File: src/rtl/timer_pkg.sv
// Shared types and defaults for the start-pattern-triggered delay timer.
package timer_pkg;

    typedef enum logic [1:0] {
        SEARCH = 2'd0,
        SHIFT  = 2'd1,
        COUNT  = 2'd2,
        DONE   = 2'd3
    } state_e;

    localparam int                 DEF_DELAY_W        = 4;
    localparam int                 DEF_PATTERN_W      = 4;
    localparam logic [DEF_PATTERN_W-1:0] DEF_PATTERN  = 4'b1101;
    localparam int                 DEF_TICKS_PER_UNIT = 1000;

    // Width of a counter that must hold 0..ticks-1.
    function automatic int tick_cnt_w(input int ticks);
        return (ticks < 2) ? 1 : $clog2(ticks);
    endfunction

endpackage

File: src/rtl/unit_tick_gen.sv
// Free-running 0..TICKS-1 prescaler with synchronous clear and a one-cycle wrap pulse.
module unit_tick_gen
    import timer_pkg::*;
#(
    parameter int TICKS = DEF_TICKS_PER_UNIT,
    parameter int W     = tick_cnt_w(TICKS)
) (
    input  logic clk,
    input  logic reset,
    input  logic clr_i,
    output logic wrap_o
);

    logic [W-1:0] cnt_q, cnt_d;

    assign wrap_o = (cnt_q == W'(TICKS - 1));

    // NOTE: every always_comb output gets a default first so no path can infer a latch.
    always_comb begin
        cnt_d = wrap_o ? '0 : cnt_q + W'(1);
        if (clr_i) begin
            cnt_d = '0;
        end
    end

    // NOTE: sequential state is written only with non-blocking assignments.
    always_ff @(posedge clk) begin
        if (reset) begin
            cnt_q <= '0;
        end else begin
            cnt_q <= cnt_d;
        end
    end

endmodule

File: src/rtl/delay_timer_sequencer.sv
// Watches data for a start pattern, shifts in a delay, counts (delay+1) units,
// then holds done until ack.
module delay_timer_sequencer
    import timer_pkg::*;
#(
    parameter int                   DELAY_W        = DEF_DELAY_W,
    parameter int                   PATTERN_W      = DEF_PATTERN_W,
    parameter logic [PATTERN_W-1:0] PATTERN        = DEF_PATTERN,
    parameter int                   TICKS_PER_UNIT = DEF_TICKS_PER_UNIT
) (
    input  logic               clk,
    input  logic               reset,
    input  logic               data,
    input  logic               ack,
    output logic               shift_ena,
    output logic               counting,
    output logic               done,
    output logic [DELAY_W-1:0] count
);

    localparam int BIT_W = $clog2(DELAY_W + 1);

    state_e               state_q, state_d;
    logic [PATTERN_W-2:0] hist_q, hist_d;
    logic [PATTERN_W-1:0] window;
    logic [DELAY_W-1:0]   delay_q, delay_d;
    logic [BIT_W-1:0]     bit_q, bit_d;
    logic                 tick_clr;
    logic                 tick_wrap;

    unit_tick_gen #(
        .TICKS (TICKS_PER_UNIT)
    ) u_tick (
        .clk    (clk),
        .reset  (reset),
        .clr_i  (tick_clr),
        .wrap_o (tick_wrap)
    );

    assign window = {hist_q, data};
    // The delay register doubles as the remaining-units counter.
    assign count  = delay_q;

    always_ff @(posedge clk) begin
        if (reset) begin
            state_q <= SEARCH;
            hist_q  <= '0;
            delay_q <= '0;
            bit_q   <= '0;
        end else begin
            state_q <= state_d;
            hist_q  <= hist_d;
            delay_q <= delay_d;
            bit_q   <= bit_d;
        end
    end

    always_comb begin
        state_d  = state_q;
        hist_d   = hist_q;
        delay_d  = delay_q;
        bit_d    = bit_q;
        tick_clr = 1'b0;
        case (state_q)
            SEARCH: begin
                hist_d = window[PATTERN_W-2:0];
                if (window == PATTERN) begin
                    state_d = SHIFT;
                    bit_d   = '0;
                end
            end
            SHIFT: begin
                delay_d = {delay_q[DELAY_W-2:0], data};
                bit_d   = bit_q + BIT_W'(1);
                if (bit_q == BIT_W'(DELAY_W - 1)) begin
                    state_d  = COUNT;
                    tick_clr = 1'b1;
                end
            end
            COUNT: begin
                // The unit at count==0 is still counted, giving delay+1 units in total.
                if (tick_wrap) begin
                    if (delay_q == '0) begin
                        state_d = DONE;
                    end else begin
                        delay_d = delay_q - DELAY_W'(1);
                    end
                end
            end
            DONE: begin
                // Clearing history makes pattern bits seen during DONE irrelevant.
                if (ack) begin
                    state_d = SEARCH;
                    hist_d  = '0;
                end
            end
            default: state_d = SEARCH;
        endcase
    end

    always_comb begin
        shift_ena = 1'b0;
        counting  = 1'b0;
        done      = 1'b0;
        case (state_q)
            SHIFT:   shift_ena = 1'b1;
            COUNT:   counting  = 1'b1;
            DONE:    done      = 1'b1;
            default: ;
        endcase
    end

endmodule

File: config.mk
export PLATFORM = sky130hd
export DESIGN_NAME = delay_timer_sequencer
export DESIGN_NICKNAME = d
export VERILOG_FILES = /design/src/rtl/timer_pkg.sv /design/src/rtl/unit_tick_gen.sv /design/src/rtl/delay_timer_sequencer.sv
export SDC_FILE = /design/constraint.sdc
export NUM_CORES = 1
export LEC_CHECK = 0
export CAP_MARGIN = 20
export CORE_MARGIN = 2
export CORE_UTILIZATION = 53
export DETAILED_ROUTE_END_ITERATION = 10
export GPL_TIMING_DRIVEN = 0
export MAX_ROUTING_LAYER = met4
export PLACE_DENSITY = 0.71
export SLEW_MARGIN = 40
export SYNTH_ARGS = -nofsm -noshare
export SYNTH_HDL_FRONTEND = slang
export SYNTH_SLANG_ARGS = --single-unit
export TNS_END_PERCENT = 1
File: constraint.sdc
create_clock -name clk -period 2.35 [get_ports clk]
set_clock_uncertainty 0.15 [all_clocks]
set_input_delay 0.47 -clock clk [delete_from_list [all_inputs] [get_ports clk]]
set_output_delay 0.47 -clock clk [all_outputs]
set_load 0.02 [all_outputs]
Word-level counts from Yosys, hierarchy flattened
Cells that the tools add are included.

Add/subtract/negate cells: 3. Equality and inequality tests: 12. Mux-type cells: 18. Reductions and logical operators: 10.

Operator list (number): case mux 3 bit (2 select lines) (2); adder 10 x 1 -> 10 bit (second input constant) (1); equality test 10 bit (second input constant) (1); two-way mux 2 bit (5); != test 2 bit (second input constant) (5); two-way mux 4 bit (2); case mux 2 bit (4 select lines) (1); case mux 4 bit (2 select lines) (1); two-way mux 3 bit (2); nonzero test 2 bit (3); two-way mux 1 bit (5); AND reduction 5 bit (1); equality test 2 bit (second input constant) (2); equality test 4 bit (second input constant) (1); zero test 4 bit (1); AND reduction 2 bit (2); subtractor 4 x 1 -> 4 bit (second input constant) (1); adder 3 x 1 -> 3 bit (second input constant) (1); equality test 3 x 2 -> 1 bit (second input constant) (1); AND reduction 3 bit (1); OR reduction 3 bit (1); equality test 2 x 1 -> 1 bit (second input constant) (1); zero test 2 bit (1); != test 2 x 1 -> 1 bit (second input constant) (1).

Bits in registers: 22. Input port bits: 4. Logic and storage cells: 48.

Longest topological paths before layout
Gate-level depths: netlist of run 1.

Depth after elaboration: 4. Mapped depth: 7. Depth with buffers taken out: 6.

Cells and area by module
A second synthesis of run 1 with hierarchy kept.

Cell total of the unflattened synthesis: 133. Area total of the unflattened synthesis: 1206.2 µm².

By module, submodules not included: delay_timer_sequencer (sequential area each 240.2 µm², area an instance 747.0 µm², times used 1, cells each 81); unit_tick_gen (sequential area each 200.2 µm², area an instance 459.2 µm², times used 1, cells each 52).

Worst setup path after synthesis of run 1
No wires, ideal clock.

Path kind: reg-to-reg. Start: register state_q[0]. End: register state_q[0]. Stages on the path, launching flop included: 7. Data arrival time: 1.835 ns. Setup time: 0.086 ns. Slack: 0.279 ns. Cell sequence: dfxtp_1 -> inv_1 -> ha_1 -> clkbuf_1 -> o21a_1 -> or4b_4 -> a211oi_1.

Cells in the longest elaborated chain, start to end: 3. Elaborated cells between the ends (all ways): 11. Those cells by class: 8 x eq/ne; 1 x mux; 2 x reduce/logical.

RTL lines: from (decl) (line delay_timer_sequencer.sv:23) `state_e state_q, state_d;`; from (signal assigned) (line delay_timer_sequencer.sv:51) `state_q <= state_d;`; equality test 2 bit, or another cell as far along (line delay_timer_sequencer.sv:64) `case (state_q)`; != test 2 x 1 -> 1 bit (no line) or != test 2 bit (tied branches); AND reduction 5 bit (no line).

Several ways; a longest one is shown, not always the timed one. A chain may end at the register's enable or synchronous reset.

Final worst setup path of run 1
Start: register state_q[1]. End: output shift_ena.

Cells in the longest elaborated chain, start to end: 2.

RTL lines: equality test 2 x 1 -> 1 bit (line delay_timer_sequencer.sv:105) `case (state_q)`; two-way mux 1 bit (line delay_timer_sequencer.sv:105); to (decl) (line delay_timer_sequencer.sv:15) `output logic shift_ena,`.

No other way between the ends.

==> results of run 1 <==
[sequential cells by signal (all words and copies together), names as in the netlist]
| signal | flops |
|---|---|
| bit_q | 3 |
| count | 4 |
| hist_q | 3 |
| state_q | 2 |
| u_tick.cnt_q | 10 |
[logic make-up after synthesis]
| kind of cell | count (synthesis) | synth area share, % |
|---|---|---|
| simple gates | 49 | 22.9 |
| flops | 22 | 39.1 |
| compound gates | 24 | 15.2 |
| fa+ha+maj | 8 | 8.88 |
| buf+inv | 12 | 4.11 |
| xor+xnor | 8 | 6.22 |
| mux | 4 | 3.66 |
[routing by layer]
layer  share of wire [%]  wire length (microns)  GRT usage [%]  vias up
li1                    -                      -              -      476
met1                  48                    967           22.2      419
met2                  47                    941           31.8        9
met3                 2.7                     53           3.64        4
met4                 1.8                     36           9.72        0
met5                   0                      0              -        -
[cell usage in the layout (no fill, tap or decap), drive strengths merged]
master         Yosys  final
nor2b              2      2
mux2               1      1
nand2b             6      6
xnor2              6      6
a32oi              1      1
nor3               3      3
o31ai              1      1
nor3b              1      1
o22ai              1      1
nand3              6      6
nor4               2      2
and2               1      1
inv                9      9
nand4b             2      2
o21ai              2      2
a22oi              3      3
or4b               1      1
dfxtp             22     22
buf                1      1
xor2               2      2
nand2              3      3
o21a               2      2
a211oi             4      4
clkbuf             2      5
o2bb2ai            1      1
a21oi              4      4
a31oi              1      1
mux2i              3      3
nand4              2      2
a311o              1      1
nor2              20     20
clkdlybuf4s50      0     10
ha                 8      8
a211o              3      3
[through the flow]
| step | setup WS, ps | utilization, % |
|---|---|---|
| after floorplan | 279 | - |
| after global placement | -89.5 | 63.6 |
| after detailed placement | -56.4 | 63.6 |
| after CTS | 109 | 64.8 |
| after global routing | 25.8 | 64.8 |
| final | 117 | 64.8 |
[Yosys cell counts]
| cell type | count |
|---|---|
| nor3b_1 | 1 |
| nand4_1 | 1 |
| o31ai_1 | 1 |
| inv_1 | 9 |
| nor2b_1 | 2 |
| a22oi_1 | 3 |
| o21a_1 | 2 |
| o2bb2ai_1 | 1 |
| a32oi_1 | 1 |
| a21oi_1 | 4 |
| mux2_2 | 1 |
| nand3_1 | 6 |
| o21ai_0 | 2 |
| xnor2_1 | 6 |
| and2_1 | 1 |
| mux2i_1 | 3 |
| or4b_4 | 1 |
| buf_2 | 1 |
| nand4b_1 | 2 |
| clkbuf_1 | 2 |
| nor4_1 | 2 |
| a31oi_1 | 1 |
| xor2_1 | 2 |
| dfxtp_1 | 22 |
| o22ai_1 | 1 |
| nor3_1 | 3 |
| nand4_2 | 1 |
| ha_1 | 8 |
| nand2_1 | 3 |
| nand2b_1 | 6 |
| nor2_1 | 20 |
| a311o_1 | 1 |
| a211o_1 | 3 |
| a211oi_1 | 4 |
[power by group through the flow]
stage | clock, mW | sequential [mW] | combinational [mW]
CTS | 0.177 | 0.411 | 0.192
global route | 0.188 | 0.416 | 0.220
floorplan | 0 | 0.419 | 0.143
global placement | 0 | 0.418 | 0.189
finish | 0.172 | 0.411 | 0.191
detailed placement | 0 | 0.420 | 0.191
[path summary, 6_finish.rpt]
check                        from         endpoint
hold / removal    u_tick.cnt_q[0]  u_tick.cnt_q[0]
setup / recovery       state_q[1]        shift_ena
hold reg to reg   u_tick.cnt_q[0]  u_tick.cnt_q[0]
setup reg to reg       state_q[0]       state_q[0]
[critical path, cell delays in order, from the launching register on]
cell             delay [ps]
dfxtp_1                 360
inv_1                    90
ha_1                    230
clkdlybuf4s50_1         630
[cell type report]
class	instances	area (sq um)
plain buffers	3	12.5
multi-input cells	93	641
inverters	9	33.8
flip-flops and latches	22	440
repair buffers	10	100
well taps	27	33.8
clock buffers	3	22.5
fillers	186	698
==> impl_metrics.json, run 1 <==
{
  "status": "finished, final reports clean",
  "required_ps": 1730,
  "synth_cell_type_count": 34,
  "grt_pass1_vias": 882,
  "core_sq_um": 1980,
  "place_area_sq_um": 1260,
  "yosysWarnings": 0,
  "hold_class": "flop to flop",
  "wl_per_cell_microns": 12.0,
  "cts-resized-gates": 0,
  "antenna_found_initial": 0,
  "root_buffer": "clkbuf_4",
  "ys_seq_elements": 22,
  "final-max-slew-violation-count": 0,
  "num_antenna_cells": 0,
  "p_int_mw": 0.537,
  "cts_setup_buffers": 0,
  "mappedNetlistArea_sq_um": 1130,
  "cts_tree": "built",
  "overflow": 0,
  "dieArea_sq_um": 2510,
  "layout.cells.non_filler": 167,
  "die_y_microns": 50.1,
  "seqPwrFrac_pct": 53.1,
  "cts-hold-fix-buffers": 0,
  "hpwlAfterDp_mm": 1.49,
  "final_layout_size_suffix_gt1_share_pct": 5.00,
  "yosys.area.top_type_share_pct": 39.1,
  "io_buffers": 10,
  "start_kind": "flop",
  "drt_iter0_drc": 15,
  "cts_sinks": 22,
  "setup_tns_ps": 0,
  "synth_area_leaders": "dfxtp_1 39%, ha_1 8.9%, nor2_1 6.7%",
  "synth_top_area_cell": "dfxtp_1",
  "fmax_ghz": 0.448,
  "synthToLayoutAreaGrowth_pct": 13.9,
  "vias_per_cell": 5.44,
  "swShare_pct": 30.7,
  "num_io_pins": 11,
  "fin_total_pwr_mw": 0.775,
  "p_per_area_nw_per_um2": 604,
  "final_net_count": 154,
  "syn_inst": 127,
  "design_area_sq_um": 1280,
  "clock_latency_ps": 300,
  "die_x_microns": 50.1,
  "period_minus_slack_ps": 2230,
  "gp_congestion": 0.798,
  "rsz0062_at_grt": "no",
  "r2r_slack_ps": 180,
  "route.vias.total": 908,
  "holdPathStages": 1,
  "cp-end-kind": "primary output",
  "power_switching_mw": 0.238,
  "ys_seq_area_share_pct": 39.1,
  "pwr-share-comb_pct": 24.7,
  "drc_errors": 0,
  "firstDrtPassIters": 4,
  "fp-row-count": 16,
  "place_inst": 164,
  "cts_made_buffers": 3,
  "grt_pass1_wl_mm": 3.59,
  "grt_use_total_pct": 19.3,
  "synth_nets": 139,
  "clk_path_buf_depth": 2,
  "irDropWorstVdd_mv": 0.336,
  "path_class": "flop to primary output",
  "setup_viol": 0,
  "cts.clk_slew.worst_paths_ps": 120,
  "cp_max_fo": 5,
  "fin_hold_ws_ps": 333,
  "slew_headroom_pct": 56.1,
  "grt_max_degree": 12,
  "hold_viol": 0,
  "drtAntennaViolNets": 0,
  "drt_wl_total_mm": 2.00,
  "drv_cap": 0,
  "cts_max_level": 1,
  "start_util_pct": 56.9,
  "synth.avg_cell_area_sq_um": 8.88,
  "arrival_ps": 1610,
  "clkPwrFrac_pct": 22.3,
  "post-route-period-util_pct": 95.0,
  "worstMarginPinSlew_ps": 653,
  "leakagePower_nw": 0.461,
  "worstRegToRegCells": 6
}
Power figures use the tool's default switching activity.
==> run 2: changes to the inputs <==
--- a/config.mk
+++ b/config.mk
@@ -8,8 +8,10 @@
 export CAP_MARGIN = 20
 export CORE_MARGIN = 2
 export CORE_UTILIZATION = 53
+export CTS_BUF_LIST = sky130_fd_sc_hd__clkbuf_16
 export DETAILED_ROUTE_END_ITERATION = 10
 export GPL_TIMING_DRIVEN = 0
+export HOLD_SLACK_MARGIN = 0.03
 export MAX_ROUTING_LAYER = met4
 export PLACE_DENSITY = 0.71
 export SLEW_MARGIN = 40
==> run 2 against run 1 <==
Flip-flop and latch count is the same. Highest routed layer unchanged. Via count grew 2.0%. Count of clock-buffer cells in the layout is the same. Global-route usage grew 0.69 points. Sequential share of layout area shrank 1.3 points. Wire length grew 5.9%. First-iteration DRC count shrank 33%.
==> impl_metrics.json, run 2 (synthesized netlist as in run 1, its figures left out) <==
{
  "start_kind": "input pin",
  "r2r-end": "state_q[0]",
  "num_io_pins": 11,
  "core_sq_um": 1980,
  "place_ws_ps": -56.4,
  "worstMarginPinSlew_ps": 655,
  "slew_headroom_pct": 56.0,
  "hpwlAfterDp_mm": 1.49,
  "required_ps": 2370,
  "crit_chain": "clkdlybuf4s50_1 > nand4b_1 > and2_1 > or4b_4 > a211oi_1",
  "die_y_microns": 50.1,
  "final_common_cell": "dfxtp_1",
  "final_layout_size_suffix_gt1_share_pct": 5.00,
  "cts-resized-gates": 0,
  "worstHoldStart": "u_tick.cnt_q[0]",
  "cts.clk_slew.worst_paths_ps": 60,
  "fp-row-count": 16,
  "grt_pass1_vias": 905,
  "crit_slowest_cell": "clkdlybuf4s50_1",
  "cts_tree": "built",
  "final_core_util_pct": 67.4,
  "drt_iter0_drc": 10,
  "drtAntennaViolNets": 0,
  "arrival_ps": 2240,
  "root_buffer": "clkbuf_16",
  "leakagePower_nw": 0.484,
  "setup_tns_ps": 0,
  "grt_max_degree": 12,
  "cts-hold-fix-buffers": 0,
  "clock_latency_ps": 250,
  "overflow": 0,
  "hold_class": "flop to flop",
  "path_class": "input pin to flop",
  "num-fill-cells": 175,
  "dieArea_sq_um": 2510,
  "antenna_found_initial": 0,
  "num_antenna_cells": 0,
  "cts_max_level": 1,
  "worstRegToRegCells": 6,
  "cp_max_fo": 5,
  "cts_setup_buffers": 0,
  "final_cell_mix": "22 x dfxtp_1, 20 x nor2_1, 10 x clkdlybuf4s50_1",
  "holdPathStages": 1,
  "fmax_ghz": 0.451,
  "regMostFlops": "u_tick.cnt_q",
  "largest_register_ffs": 10,
  "timing.final.ws_setup_ps": 134,
  "seq_area_sq_um": 440,
  "cp-end-kind": "flop",
  "wl_per_cell_microns": 12.7,
  "period_minus_slack_ps": 2220,
  "irDropWorstVdd_mv": 0.447,
  "start_util_pct": 56.9,
  "slowest_delay_ps": 540,
  "vias_per_cell": 5.54,
  "firstDrtPassIters": 4,
  "status": "finished, final reports clean",
  "cts_made_buffers": 3,
  "drv_cap": 0,
  "hold_viol": 0,
  "multi_input_area_sq_um": 641,
  "cts_sinks": 22,
  "final-max-slew-violation-count": 0,
  "gp_congestion": 0.798,
  "drt_wl_total_mm": 2.12,
  "rsz0062_at_grt": "no",
  "post-route-period-util_pct": 94.3,
  "final_net_count": 154,
  "grt_use_total_pct": 20.0,
  "die_x_microns": 50.1,
  "drc_errors": 0,
  "worstReg2RegStart": "state_q[0]",
  "grt_pass1_wl_mm": 3.76,
  "clk_path_buf_depth": 2,
  "hold-path-endpoint": "u_tick.cnt_q[0]",
  "synthToLayoutAreaGrowth_pct": 18.5,
  "r2r_slack_ps": 200,
  "fin_total_pwr_mw": 0.958,
  "p_per_area_nw_per_um2": 717,
  "setup_viol": 0,
  "io_buffers": 10,
  "route.vias.total": 926
}
run 2: cell types whose count changed in the layout (fill, tap and decap cells not counted):
| cell | change |
|---|---|
| clkbuf_16 | +3 |
| clkbuf_4 | -3 |
run 2: how the worst max path moves through the flow:
stage / startpoint / to / slack, ps / depth (start not counted)
2_1_floorplan: state_q[0] / state_q[0] / 280 / 6
3_3_place_gp: data / state_q[0] / -90 / 5
3_5_place_dp: data / state_q[0] / -60 / 5
4_1_cts: data / state_q[0] / 160 / 5
5_1_grt: data / state_q[0] / 60 / 5
6_report: data / state_q[0] / 130 / 5
run 2: area by class of cell:
cell class / instances / area share, %
multi-input combinational: 93 / 47.9
timing repair buffer: 10 / 7.49
tap: 27 / 2.53
clock buffer: 3 / 5.62
inverter: 9 / 2.53
buffer: 3 / 0.936
sequential: 22 / 33.0
run 2: critical path, delay by kind of cell:
family	cells	cell delay [ps]
AND/OR/NAND/NOR	3	1000
buffers and inverters	1	540
AO/OA/AOI/OAI	1	220
run 2: power breakdown:
| group | total [mW] | internal [mW] | switching (mW) | leakage, nW |
|---|---|---|---|---|
| Combinational | 0.194 | 0.0844 | 0.109 | 0.269 |
| Sequential | 0.412 | 0.394 | 0.0180 | 0.178 |
| Clock | 0.353 | 0.225 | 0.128 | 0.0370 |
run 2: stage by stage:
stage,hold WS [ps],area (sq um),cells
after floorplan,280,1130,127
after global placement,296,1260,164
after detailed placement,310,1260,164
after CTS,323,1340,167
after global routing,367,1340,167
final,318,1340,167
run 2: layer usage:
layer  GRT usage, %  up-vias  part of all wire (%)
met5              -        -                     0
met4           5.56        0                  0.80
met3           4.55        3                   3.3
met2           34.9       15                    49
met1           22.6      432                    47
li1               -      476                     -
